[config.mk]
export PLATFORM = sky130hd
export DESIGN_NAME = fsm_rr_arbiter
export DESIGN_NICKNAME = d
export VERILOG_FILES = /design/src/rtl/fsm_arb_pkg.sv /design/src/rtl/rr_pick.sv /design/src/rtl/xz_check.sv /design/src/rtl/fsm_rr_arbiter.sv
export SDC_FILE = /design/constraint.sdc
export NUM_CORES = 1
export LEC_CHECK = 0
export CAP_MARGIN = 20
export CORE_MARGIN = 4
export CORE_UTILIZATION = 45
export DETAILED_ROUTE_END_ITERATION = 8
export PLACE_DENSITY = 0.75
export SLEW_MARGIN = 0
export SYNTH_ARGS = -nofsm -noshare
export SYNTH_HDL_FRONTEND = slang
export SYNTH_SLANG_ARGS = --single-unit
[constraint.sdc]
create_clock -name clk -period 1.75 [get_ports clk]
set_input_delay 0.175 -clock clk [delete_from_list [all_inputs] [get_ports clk]]
set_output_delay 0.175 -clock clk [all_outputs]
set_load 0.1 [all_outputs]
[src/rtl/fsm_arb_pkg.sv]
// Shared types for the round-robin grant FSM: state encoding and the
// encoding that no legal state uses.
package fsm_arb_pkg;

  typedef enum logic [1:0] {
    IDLE  = 2'b00,
    GRANT = 2'b01,
    GAP   = 2'b10
  } state_e;

  localparam logic [1:0] ST_ILLEGAL = 2'b11;

endpackage

[src/rtl/rr_pick.sv]
// Rotate-priority pick: first set request bit scanning last+1, last+2, ...
// modulo N.
module rr_pick #(
  parameter int unsigned N   = 4,
  parameter int unsigned IDW = $clog2(N)
) (
  input  logic [N-1:0]   req,
  input  logic [IDW-1:0] last,
  output logic           found,
  output logic [IDW-1:0] idx
);

  always_comb begin
    int unsigned j;
    found = 1'b0;
    idx   = '0;
    j     = 0;
    for (int unsigned k = 1; k <= N; k++) begin
      j = (32'(last) + k) % N;
      if (!found && req[IDW'(j)]) begin
        found = 1'b1;
        idx   = IDW'(j);
      end
    end
  end

endmodule

[src/rtl/xz_check.sv]
// Flags any X/Z on the watched bus at each rising clock edge.
module xz_check #(
  parameter int unsigned W = 1
) (
  input logic         clk,
  input logic [W-1:0] sig
);

  always_ff @(posedge clk) begin
    assert (!$isunknown(sig))
      else $error("xz_check: unknown value on watched bus");
  end

endmodule

[src/rtl/fsm_rr_arbiter.sv]
// N-channel round-robin grant FSM with bounded hold and a one-cycle
// break-before-make gap. Optional FSM_RR_ARBITER_LOCK_EN adds a lock input.
module fsm_rr_arbiter
  import fsm_arb_pkg::*;
#(
  parameter int unsigned N        = 4,
  parameter int unsigned MAX_HOLD = 8,
  parameter int unsigned IDW      = $clog2(N)
) (
  input  logic           clk,
  input  logic           rst,
  input  logic [N-1:0]   req,
`ifdef FSM_RR_ARBITER_LOCK_EN
  input  logic           lock,
`endif
  output logic [N-1:0]   gnt,
  output logic           gnt_valid,
  output logic [IDW-1:0] gnt_id
);

  localparam int unsigned HW = $clog2(MAX_HOLD + 1);

  state_e         r_state;
  logic [IDW-1:0] r_ptr;
  logic [HW-1:0]  r_hold;
  logic [N-1:0]   r_gnt;
  logic [IDW-1:0] r_gnt_id;
  logic           r_gnt_valid;

  logic           w_found;
  logic [IDW-1:0] w_idx;
  logic           w_at_max;
  logic           w_keep;

  rr_pick #(
    .N   (N),
    .IDW (IDW)
  ) u_pick (
    .req   (req),
    .last  (r_ptr),
    .found (w_found),
    .idx   (w_idx)
  );

  assign w_at_max = (r_hold == HW'(MAX_HOLD));

  // Stay in GRANT while the owner still requests and the hold budget allows.
`ifdef FSM_RR_ARBITER_LOCK_EN
  assign w_keep = req[r_ptr] && (lock || !w_at_max);
`else
  assign w_keep = req[r_ptr] && !w_at_max;
`endif

  always_ff @(posedge clk or negedge rst) begin
    if (!rst) begin
      r_state     <= IDLE;
      r_ptr       <= IDW'(N - 1);
      r_hold      <= '0;
      r_gnt       <= '0;
      r_gnt_id    <= '0;
      r_gnt_valid <= 1'b0;
    end else begin
      case (r_state)
        IDLE: begin
          if (w_found) begin
            r_state     <= GRANT;
            r_ptr       <= w_idx;
            r_hold      <= HW'(1);
            r_gnt       <= N'(1) << w_idx;
            r_gnt_id    <= w_idx;
            r_gnt_valid <= 1'b1;
          end
        end
        GRANT: begin
          if (w_keep) begin
            if (!w_at_max) r_hold <= r_hold + HW'(1);
          end else begin
            r_state     <= GAP;
            r_hold      <= '0;
            r_gnt       <= '0;
            r_gnt_id    <= '0;
            r_gnt_valid <= 1'b0;
          end
        end
        GAP: begin
          r_state <= IDLE;
        end
        default: begin
          r_state     <= IDLE;
          r_hold      <= '0;
          r_gnt       <= '0;
          r_gnt_id    <= '0;
          r_gnt_valid <= 1'b0;
        end
      endcase
    end
  end

  assign gnt       = r_gnt;
  assign gnt_valid = r_gnt_valid;
  assign gnt_id    = r_gnt_id;

  xz_check #(.W(N))   u_chk_gnt   (.clk(clk), .sig(r_gnt));
  xz_check #(.W(1))   u_chk_valid (.clk(clk), .sig(r_gnt_valid));
  xz_check #(.W(IDW)) u_chk_id    (.clk(clk), .sig(r_gnt_id));

endmodule

==> impl_metrics.toml, run 1 <==
[run_status]
status = "finished clean"

[setup_path]
r2r-end = "gnt_id[1]"
worstSetupStartpointType = "register"
worst-endpoint-required_ns = 1.93
cp.arrival_ns = 1.84
critPathMaxFanout = 7
worstRegToRegCells = 4
r2r_slack_ns = 0.09
rr_startpoint = "r_ptr[0]"
crit_type = "register to register"
end_kind = "register"

[min_path]
hold_class = "input pin to asynchronous set/reset pin"

[detailed_routing]
drtAntennaViolNets = 0
vias = 643
wl_per_cell_um = 15.4
drt_iter0_drc = 12
finalWirelength_um = 1720
firstDrtPassIters = 4
drc = 0
viasPerCell = 5.74

[timing]
rsz0062_at_grt = "no"
fmax_mhz = 603
setup_tns_ns = 0
worst_slew_pin_slew_ns = 0.505
skew_ns = 0.000630
whs_ns = 0.192
relSlewSlack = 0.661
hold_violations = 0
finalSetupViolCount = 0
period_share = 0.948
fin_crit_ns = 1.66
drv_slew = 0

[power]
power.internal_mw = 1.08
powerDensity_nw_per_um2 = 2130
seqPwrFrac = 0.285
power_frac_comb = 0.624
vdd_drop_max_mv = 1.44
power.leakage_nw = 0.468
clock_power_share = 0.091
p_sw_frac = 0.507
switchingPower_mw = 1.10

[final_layout]
diodes = 0
fin_cells = 112
nets = 105
drive_gt1_frac = 0.333
post-route-cell-area_um2 = 1020
area_delta_synth_final_pct = 31.7

[grt]
grt_start_max_net_pins = 16
antenna_found_initial = 0
grt_pass1_wl_um = 3190
grtUsageTotal = 0.166
grt_pass1_vias = 661
grt_overflow = 0

[yosys]
synth-seq-cells = 15
syn_avg_cell_area_um2 = 11.1
synth_top_area_frac = 0.418
synth.distinct_cells = 34
yosysSeqAreaShare = 0.486
synth_nets = 78
synth-async-reset-ratio = 1.00
ys.flop_type = "dfrtp_1"
yosys-top-cells-area = "dfrtp_1 42%, dfstp_2 6.8%, a32o_1 5.1%"
netlist_instances = 70
yosys_warnings = 0
synth_common_cells = "13 x dfrtp_1, 7 x nand2_1, 6 x o21ai_0"
synth_area_leader_cell = "dfrtp_1"
synth.most_common_cell = "dfrtp_1"
synth-edff-count = 0
synth_area_um2 = 778

[clock_tree]
cts_buffer_depth = 2
cts_setup_buffers = 0
cts_buffers = 3
clkSinkCount = 15
htreeDepth = 1
worstSkewPairLatency_ns = 0.28
cts-hold-fix-buffers = 0
cts.clk_slew.worst_paths_ns = 0.09
cts_tree = "yes"
clk_root_buffer_cell = "clkbuf_4"
post_cts_resized = 0

[placement]
placed_cells = 108
place.gp.congestion = 0.814
dp_hpwl_um = 1330
io_buffer_count = 12
placed_cell_area_um2 = 997

[die]
ioPinCount = 13
initial_utilization = 0.494
die_y_um = 49.6
rows = 14
coreArea_um2 = 1580
dieArea_um2 = 2460
die_w_um = 49.6

[run]
max_cap_viol_count = 0
[metal layers]
layer	routed length, um	track usage
met1	802	0.225
met2	861	0.269
met3	55	0.0331
met4	0	0.0415
met5	0	0
[cells in the final DEF (no fill, tap or decap), types with 2 or more instances in the layout]
master           netlist  final
clkbuf_4               0      3
ha_1                   2      2
buf_4                  0     19
nand2_1                7      7
o21ai_0                6      6
inv_1                  3      3
a32o_1                 4      4
dfrtp_1               13     13
a22o_1                 2      2
a21oi_1                4      4
clkdlybuf4s50_1        0      5
nand2b_1               2      2
dfstp_2                2      2
[logic make-up (layout without fill, tap and decap cells)]
kind of cell	Yosys count	after routing	share of synthesized area
mux	2	2	0.0418
xor+xnor	1	1	0.0113
flops	15	15	0.486
fa+ha+maj	2	2	0.0321
buf+inv	6	32	0.0321
simple gates	20	20	0.159
compound gates	24	24	0.238
[stage by stage]
step                      setup WS, ns  total power [mW]  utilization
after global placement        -0.00370              1.96        0.633
final                           0.0911              2.18        0.650
after CTS                       0.0847              2.19        0.650
after global routing            0.0293              2.33        0.650
after detailed placement       -0.0488              1.99        0.633
after floorplan                 0.0788              1.57            -
[how the worst max path moves through the flow]
stage                        start   endpoint  slack [ns]  cells after the start
after global placement      req[0]  gnt_id[1]      -0.004                      6
after floorplan           r_ptr[0]  gnt_id[1]        0.08                      4
final                     r_ptr[0]  gnt_id[1]        0.09                      4
after global routing      r_ptr[0]  r_hold[2]        0.03                      4
after CTS                 r_ptr[0]  gnt_id[1]        0.08                      4
after detailed placement    req[0]  gnt_id[1]       -0.05                      6
[worst max-delay path, stage by stage (launching register included)]
cell	delay [ns]
dfstp_2	0.55
mux4_2	0.54
nand3b_4	0.13
a21oi_4	0.09
a22o_1	0.25
[state kept, by name, indices dropped and copies added, names as in the netlist]
signal and cells:
gnt 4, r_hold 4, gnt_id 2, r_ptr 2, r_state 2, gnt_valid 1
[layout make-up]
| type | count | area (um2) |
|---|---|---|
| clock buffers | 3 | 22.5 |
| clock inverters | 1 | 5.00 |
| fillers | 131 | 552 |
| inverters | 3 | 11.3 |
| multi-input cells | 49 | 375 |
| flip-flops and latches | 15 | 378 |
| well taps | 16 | 20.0 |
| repair buffers | 25 | 213 |
[power groups by stage]
stage | Sequential [mW] | Combinational (mW) | Clock [mW]
floorplan | 1.04 | 0.539 | 0
global placement | 0.618 | 1.34 | 0
detailed placement | 0.625 | 1.36 | 0
CTS | 0.619 | 1.37 | 0.206
global route | 0.645 | 1.45 | 0.234
finish | 0.622 | 1.36 | 0.199
No activity file was read; power rests on OpenSTA's default activity.
==> run 2, diff against run 1 <==
--- a/config.mk
+++ b/config.mk
@@ -10,7 +10,7 @@
 export CORE_UTILIZATION = 45
 export DETAILED_ROUTE_END_ITERATION = 8
 export PLACE_DENSITY = 0.75
-export SLEW_MARGIN = 0
+export SLEW_MARGIN = 20
 export SYNTH_ARGS = -nofsm -noshare
 export SYNTH_HDL_FRONTEND = slang
 export SYNTH_SLANG_ARGS = --single-unit
==> results of run 2 <==
The final DEF is identical to that of run 1; final timing and power are the same.
